<file path="src/rtl/computation_sequencer_if.sv">
// computation_sequencer_if: command, engine handshake and result bundle
// between the sequencer and its surroundings.
interface computation_sequencer_if;
    logic       start;
    logic [1:0] mode;
    logic       done_store;
    logic       done_single;
    logic       done_sa3;
    logic       done_sa2;
    logic [7:0] c11;
    logic [7:0] c12;
    logic [7:0] c21;
    logic [7:0] c22;
    logic       result_ready;
    logic       active_store;
    logic       active_single;
    logic       active_sa3;
    logic       active_sa2;
    logic       busy;
    logic       result_valid;
    logic [7:0] r11;
    logic [7:0] r12;
    logic [7:0] r21;
    logic [7:0] r22;
    logic       err_mode;
    logic       err_timeout;

    modport master (
        output start, mode,
        output done_store, done_single, done_sa3, done_sa2,
        output c11, c12, c21, c22,
        output result_ready,
        input  active_store, active_single, active_sa3, active_sa2,
        input  busy, result_valid,
        input  r11, r12, r21, r22,
        input  err_mode, err_timeout
    );

    modport slave (
        input  start, mode,
        input  done_store, done_single, done_sa3, done_sa2,
        input  c11, c12, c21, c22,
        input  result_ready,
        output active_store, active_single, active_sa3, active_sa2,
        output busy, result_valid,
        output r11, r12, r21, r22,
        output err_mode, err_timeout
    );
endinterface

</file>
<file path="src/rtl/computation_sequencer.sv">
// computation_sequencer: runs store then compute request phases,
// captures the 2x2 result and offers it with a valid/ready handshake.
module computation_sequencer #(
    parameter int TIMEOUT_CYCLES = 64,
    parameter int CNT_W          = 7
) (
    input logic                    clk,
    input logic                    rst,
    computation_sequencer_if.slave bus
);
    typedef enum logic [1:0] {
        IDLE,
        STORE,
        COMP,
        HOLD
    } state_t;

    localparam logic [1:0] M_SINGLE = 2'd0;
    localparam logic [1:0] M_SA3    = 2'd1;
    localparam logic [1:0] M_SA2    = 2'd2;
    localparam logic [1:0] M_ILL    = 2'd3;

    localparam logic [CNT_W-1:0] CNT_LAST = CNT_W'(TIMEOUT_CYCLES - 1);

    state_t           state_q;
    state_t           state_d;
    logic [1:0]       mode_q;
    logic [1:0]       mode_d;
    logic [CNT_W-1:0] cnt_q;
    logic [CNT_W-1:0] cnt_d;

    logic             done_sel;
    logic             expired;
    logic             capture;
    logic             err_mode_d;
    logic             err_to_d;

    logic             act_st_q;
    logic             act_si_q;
    logic             act_s3_q;
    logic             act_s2_q;
    logic             busy_q;
    logic             valid_q;
    logic             em_q;
    logic             et_q;
    logic [7:0]       r11_q;
    logic [7:0]       r12_q;
    logic [7:0]       r21_q;
    logic [7:0]       r22_q;

    assign expired = (cnt_q == CNT_LAST);

    // Pick the done response of the engine chosen by the latched mode.
    always_comb begin
        done_sel = 1'b0;
        unique case (mode_q)
            M_SINGLE: done_sel = bus.done_single;
            M_SA3:    done_sel = bus.done_sa3;
            M_SA2:    done_sel = bus.done_sa2;
            default:  done_sel = 1'b0;
        endcase
    end

    // Next-state, watchdog and event decode; done beats expiry.
    always_comb begin
        state_d    = state_q;
        mode_d     = mode_q;
        cnt_d      = cnt_q;
        capture    = 1'b0;
        err_mode_d = 1'b0;
        err_to_d   = 1'b0;
        unique case (state_q)
            IDLE: begin
                if (bus.start) begin
                    if (bus.mode == M_ILL) begin
                        err_mode_d = 1'b1;
                    end else begin
                        mode_d  = bus.mode;
                        cnt_d   = '0;
                        state_d = STORE;
                    end
                end
            end
            STORE: begin
                if (bus.done_store) begin
                    cnt_d   = '0;
                    state_d = COMP;
                end else if (expired) begin
                    cnt_d    = '0;
                    err_to_d = 1'b1;
                    state_d  = IDLE;
                end else begin
                    cnt_d = cnt_q + CNT_W'(1);
                end
            end
            COMP: begin
                if (done_sel) begin
                    cnt_d   = '0;
                    capture = 1'b1;
                    state_d = HOLD;
                end else if (expired) begin
                    cnt_d    = '0;
                    err_to_d = 1'b1;
                    state_d  = IDLE;
                end else begin
                    cnt_d = cnt_q + CNT_W'(1);
                end
            end
            HOLD: begin
                if (bus.result_ready) begin
                    state_d = IDLE;
                end
            end
            default: begin
                state_d = IDLE;
            end
        endcase
    end

    // State, latched mode and watchdog counter.
    always_ff @(posedge clk or posedge rst) begin
        if (rst) begin
            state_q <= IDLE;
            mode_q  <= 2'd0;
            cnt_q   <= '0;
        end else begin
            state_q <= state_d;
            mode_q  <= mode_d;
            cnt_q   <= cnt_d;
        end
    end

    // Request levels and status flags, registered from the next state.
    always_ff @(posedge clk or posedge rst) begin
        if (rst) begin
            act_st_q <= 1'b0;
            act_si_q <= 1'b0;
            act_s3_q <= 1'b0;
            act_s2_q <= 1'b0;
            busy_q   <= 1'b0;
            valid_q  <= 1'b0;
            em_q     <= 1'b0;
            et_q     <= 1'b0;
        end else begin
            act_st_q <= (state_d == STORE);
            act_si_q <= (state_d == COMP) && (mode_d == M_SINGLE);
            act_s3_q <= (state_d == COMP) && (mode_d == M_SA3);
            act_s2_q <= (state_d == COMP) && (mode_d == M_SA2);
            busy_q   <= (state_d != IDLE);
            valid_q  <= (state_d == HOLD);
            em_q     <= err_mode_d;
            et_q     <= err_to_d;
        end
    end

    // Result registers load only on the honoured compute done.
    always_ff @(posedge clk or posedge rst) begin
        if (rst) begin
            r11_q <= 8'd0;
            r12_q <= 8'd0;
            r21_q <= 8'd0;
            r22_q <= 8'd0;
        end else if (capture) begin
            r11_q <= bus.c11;
            r12_q <= bus.c12;
            r21_q <= bus.c21;
            r22_q <= bus.c22;
        end
    end

    assign bus.active_store  = act_st_q;
    assign bus.active_single = act_si_q;
    assign bus.active_sa3    = act_s3_q;
    assign bus.active_sa2    = act_s2_q;
    assign bus.busy          = busy_q;
    assign bus.result_valid  = valid_q;
    assign bus.err_mode      = em_q;
    assign bus.err_timeout   = et_q;
    assign bus.r11           = r11_q;
    assign bus.r12           = r12_q;
    assign bus.r21           = r21_q;
    assign bus.r22           = r22_q;
endmodule

</file>
<file path="src/flat_wrapper.sv">
// flat-port wrapper written by rule: the top's interface ports become plain ports
module computation_sequencer_flat 
#(
    parameter int TIMEOUT_CYCLES = 64,
    parameter int CNT_W          = 7
)
  (clk, rst, bus_start, bus_mode, bus_done_store, bus_done_single, bus_done_sa3, bus_done_sa2, bus_c11, bus_c12, bus_c21, bus_c22, bus_result_ready, bus_active_store, bus_active_single, bus_active_sa3, bus_active_sa2, bus_busy, bus_result_valid, bus_r11, bus_r12, bus_r21, bus_r22, bus_err_mode, bus_err_timeout);
  computation_sequencer_if bus_i ();
  input logic clk;
  input logic rst;
  input wire logic [$bits(bus_i.start)-1:0] bus_start;
  input wire logic [$bits(bus_i.mode)-1:0] bus_mode;
  input wire logic [$bits(bus_i.done_store)-1:0] bus_done_store;
  input wire logic [$bits(bus_i.done_single)-1:0] bus_done_single;
  input wire logic [$bits(bus_i.done_sa3)-1:0] bus_done_sa3;
  input wire logic [$bits(bus_i.done_sa2)-1:0] bus_done_sa2;
  input wire logic [$bits(bus_i.c11)-1:0] bus_c11;
  input wire logic [$bits(bus_i.c12)-1:0] bus_c12;
  input wire logic [$bits(bus_i.c21)-1:0] bus_c21;
  input wire logic [$bits(bus_i.c22)-1:0] bus_c22;
  input wire logic [$bits(bus_i.result_ready)-1:0] bus_result_ready;
  output wire logic [$bits(bus_i.active_store)-1:0] bus_active_store;
  output wire logic [$bits(bus_i.active_single)-1:0] bus_active_single;
  output wire logic [$bits(bus_i.active_sa3)-1:0] bus_active_sa3;
  output wire logic [$bits(bus_i.active_sa2)-1:0] bus_active_sa2;
  output wire logic [$bits(bus_i.busy)-1:0] bus_busy;
  output wire logic [$bits(bus_i.result_valid)-1:0] bus_result_valid;
  output wire logic [$bits(bus_i.r11)-1:0] bus_r11;
  output wire logic [$bits(bus_i.r12)-1:0] bus_r12;
  output wire logic [$bits(bus_i.r21)-1:0] bus_r21;
  output wire logic [$bits(bus_i.r22)-1:0] bus_r22;
  output wire logic [$bits(bus_i.err_mode)-1:0] bus_err_mode;
  output wire logic [$bits(bus_i.err_timeout)-1:0] bus_err_timeout;
  assign bus_i.start = bus_start;
  assign bus_i.mode = bus_mode;
  assign bus_i.done_store = bus_done_store;
  assign bus_i.done_single = bus_done_single;
  assign bus_i.done_sa3 = bus_done_sa3;
  assign bus_i.done_sa2 = bus_done_sa2;
  assign bus_i.c11 = bus_c11;
  assign bus_i.c12 = bus_c12;
  assign bus_i.c21 = bus_c21;
  assign bus_i.c22 = bus_c22;
  assign bus_i.result_ready = bus_result_ready;
  assign bus_active_store = bus_i.active_store;
  assign bus_active_single = bus_i.active_single;
  assign bus_active_sa3 = bus_i.active_sa3;
  assign bus_active_sa2 = bus_i.active_sa2;
  assign bus_busy = bus_i.busy;
  assign bus_result_valid = bus_i.result_valid;
  assign bus_r11 = bus_i.r11;
  assign bus_r12 = bus_i.r12;
  assign bus_r21 = bus_i.r21;
  assign bus_r22 = bus_i.r22;
  assign bus_err_mode = bus_i.err_mode;
  assign bus_err_timeout = bus_i.err_timeout;
  computation_sequencer #(.TIMEOUT_CYCLES(TIMEOUT_CYCLES), .CNT_W(CNT_W)) u_core (.clk(clk), .rst(rst), .bus(bus_i));
endmodule
</file>
<file path="config.mk">
export PLATFORM = sky130hd
export DESIGN_NAME = computation_sequencer_flat
export DESIGN_NICKNAME = d
export VERILOG_FILES = /design/src/rtl/computation_sequencer_if.sv /design/src/rtl/computation_sequencer.sv /design/src/flat_wrapper.sv
export SDC_FILE = /design/constraint.sdc
export NUM_CORES = 1
export LEC_CHECK = 0
export CAP_MARGIN = 10
export CORE_MARGIN = 10
export CORE_UTILIZATION = 49
export DETAILED_ROUTE_END_ITERATION = 12
export PLACE_DENSITY = 0.9
export SLEW_MARGIN = 20
export SYNTH_ARGS = -nofsm -noshare
export SYNTH_HDL_FRONTEND = slang
export SYNTH_SLANG_ARGS = --single-unit
</file>
<file path="constraint.sdc">
create_clock -name clk -period 2.6 [get_ports clk]
set_input_delay 0.52 -clock clk [delete_from_list [all_inputs] [get_ports clk]]
set_output_delay 0.52 -clock clk [all_outputs]
set_load 0.01 [all_outputs]
</file>
==> metrics.md <==
| Metric | Value |
|---|---|
| CTS tree | done |
| Outcome | finished clean |
| Critical path's slowest cell | dfrtp_1 |
| Vias in the first global route | 1827 |
| Worst slack, placed | 0.398 ns |
| Via count | between 1500 and 2000 |
| Worst-skew pair later-pin latency | around 0.30 ns |
| Initial Util | 0.508 |
| Synth Register Bits | 51 |
| Buf/Inv on CP | 2 |
| Synthesized area | 0.00241 sq mm |
| WP depth | 6 |
| Overflow left after global routing | 0 |
| DR vias/cell | 5.25 |
| Clk pwr share | 0.145 |
| Port bufs | 81 |
| Total GRT Usage | 0.160 |
| Final non-filler cell total | 332 |
| Fin crit period | around 2.0 ns |
| Switching fraction of total power | 0.327 |
| Synthesized area per cell | approximately 14 sq um |
| Synth Area in XOR/XNOR | 0 |
| Max cap viols | 0 |
| H-tree levels | 2 |
| Pre-Repair DR Iteration Count | 4 |
| Post-CTS setup buffer count | 0 |
| Antenna violations before repair | 0 |
| CP Class | reg -> reg |
| Post-cts resize count | 0 |
| Sw power | 1.21 mW |
| Post-CTS Hold Buffers | 0 |
| Slowest Stage Delay on Critical Path | around 0.44 ns |
| Syn_nets | around 220 |
| Arrival @ worst endpoint | 2.21 ns |
| First-pass GRT wire length | 10.5 mm |
| Area Overhead vs Synth | 41.4% |
| Final Hold Viols | 0 |
| Post-synthesis adder-cell area fraction | 0.0259 |
| Synth area leaders | dfrtp_1, mux2_4, ha_1 |
| Initial drt markers | 68 |
| Routability cong. | between 0.8 and 0.9 |
| Power Dens Cells | 1080 mW/mm^2 |
| Yosys cell types | 43 |
| Internal Power | 2.48 mW |
| Die area | between 0.008 and 0.009 sq mm |
| Static leakage | roughly 1.5 nW |
| Rel. slew slack | 0.654 |
| Io pins | 82 |
| Area share of the largest cell type after synthesis | 0.528 |
| Clk sink count | 51 |
| Area leader, netlist | dfrtp_1 |
| Placed Cells | 325 |
| Clock Skew | ~0.010 ns |
| Gate power share | 0.493 |
| Die span in y | 90.2 um |
| Fmax | about 500 MHz |
| Count leader, synth | dfrtp_1 |
| Core area | 0.00475 sq mm |
| DIE WIDTH | 90.2 um |
| WHS | 0.515 ns |
| WHS Path Cells | 2 |
| Cell family with most CP delay | flip-flops |
| Rows | 25 |
| Reg2reg path depth | 6 |
| WL final | 6.40 mm |
| Cell count after synthesis | 177 |
| DRT antenna net count | 0 |
| Critical path cell sequence | inv_1 > ha_1 > nor2b_1 > a21o_4 > buf_4 > mux2_4 |
| Worst-Margin Slew | 0.518 ns |
| Seq pwr share | 0.362 |
| Async S/R FF share, synth | 1.00 |
| Clk slew on worst S/H paths | 0.09 ns |
| Mux cell area share after synthesis | 0.202 |
| Critical path capture point type | flip-flop |
| CP Launch Type | flip-flop |
| Seq/Total Area, Yosys | 0.528 |
| VDD IR max | approximately 650 uV |
| Remaining DRCs | 0 |
| Largest net degree at the start of global routing | 29 |
| Largest family of logic cells by synthesized area | multiplexers |
| Setup TNS Final | 0 ns |
| Synth Area in Simple Gates | 0.107 |
| Post-synthesis compound-gate area fraction | 0.0933 |
| N_diodes | 0 |
| Share of cells above drive strength 1 | 0.230 |
| Worst hold path class | reg -> reg |
| Wire length per cell | 19.3 um |
| Commonest cells in the netlist | dfrtp_1, mux2_4, inv_1, nand2_1, nor2_1 |
| Post-DP HPWL | 4.92 mm |
| Num CTS Buffers | 5 |
| Primary FF master, synth | dfrtp_1 |
| CTS Buffer Depth | 2 |
| Crit Path Max Fanout | 11 |
| Final WS setup | about 0.57 ns |
| Ys Warns | 0 |
| Clk root buf | clkbuf_8 |
| RSZ-0062 raised after global routing | no |
| Post-synth EDFFs | 0 |
| Period utilization | 0.780 |
| Setup-failing EPs final | 0 |
| Nets@finish | 312 |
| Slew Viols, Final | 0 |
| Crit path required time | 2.78 ns |
sequential cells by signal, indices dropped and copies added (netlist names), 2 cells and up:
signal	count
u_core.mode_q	2
u_core.cnt_q	7
u_core.bus.r22	8
u_core.state_q	2
u_core.bus.r12	8
u_core.bus.r21	8
u_core.bus.r11	8
path summary, 6_finish.rpt:
path | slack, ns | startpoint | end
worst max-delay path | 0.57 | u_core.state_q[0] | u_core.bus.r12[3]
worst min-delay path | 0.51 | u_core.cnt_q[6] | u_core.cnt_q[6]
worst max register to register | 0.57 | u_core.state_q[0] | u_core.bus.r12[3]
worst min register to register | 0.51 | u_core.cnt_q[6] | u_core.cnt_q[6]
max in group asynchronous | 1.51 | rst | u_core.bus.r11[6]
min in group asynchronous | 0.57 | rst | u_core.bus.r12[5]
area by class of cell:
cell class	instances	area (sq um)
Clock buffer	5	68.8
Fill cell	326	1340
Timing Repair Buffer	85	866
Clock inverter	2	37.5
Inverter	13	48.8
Multi-Input combinational cell	109	1030
Sequential cell	51	1280
Tap cell	67	83.8
cells in the final DEF (no fill, tap or decap), types with 3 or more instances in the layout:
cell,n
clkbuf_8,5
inv_1,11
nor2b_1,3
a21oi_1,5
dfrtp_1,51
nor2_1,10
nand2_1,10
nand4_1,3
clkdlybuf4s50_1,81
nor4_2,3
ha_1,5
mux2_4,31
per-layer routing:
metal | vias up | wire, um | share of wire | global-route usage
li1 | 807 | - | - | -
met1 | 857 | 2820 | 0.44 | 0.200
met4 | 0 | 73 | 0.011 | 0.0345
met5 | - | 0 | 0 | 0
met2 | 71 | 3100 | 0.48 | 0.265
met3 | 7 | 402 | 0.063 | 0.0474
per-stage QoR:
| stage | power [mW] | util | cell area (sq um) |
|---|---|---|---|
| 6_report | 3.69 | 0.718 | 3410 |
| 3_5_place_dp | 3.17 | 0.696 | 3310 |
| 2_1_floorplan | 2.31 | - | 2410 |
| 5_1_grt | 3.90 | 0.718 | 3410 |
| 3_3_place_gp | 3.07 | 0.696 | 3310 |
| 4_1_cts | 3.72 | 0.718 | 3410 |
cell families (layout without fill, tap and decap cells):
| group | Yosys count | after routing |
|---|---|---|
| simple gates | 45 | 45 |
| compound gates | 26 | 26 |
| fa+ha+maj | 5 | 5 |
| mux | 33 | 33 |
| buf+inv | 17 | 105 |
| flops | 51 | 51 |
power groups by stage:
| stage | Sequential [mW] | Clock, mW | Combinational (mW) |
|---|---|---|---|
| floorplan | 1.44 | 0 | 0.876 |
| global placement | 1.31 | 0 | 1.77 |
| detailed placement | 1.35 | 0 | 1.82 |
| CTS | 1.34 | 0.542 | 1.84 |
| global route | 1.38 | 0.570 | 1.95 |
| finish | 1.34 | 0.536 | 1.82 |
tightest hold or removal path, cell delays in order (launching register included):
cell,delay (ns)
dfrtp_1,0.38
o31ai_1,0.06
a21oi_1,0.04
Power figures use the tool's default switching activity.
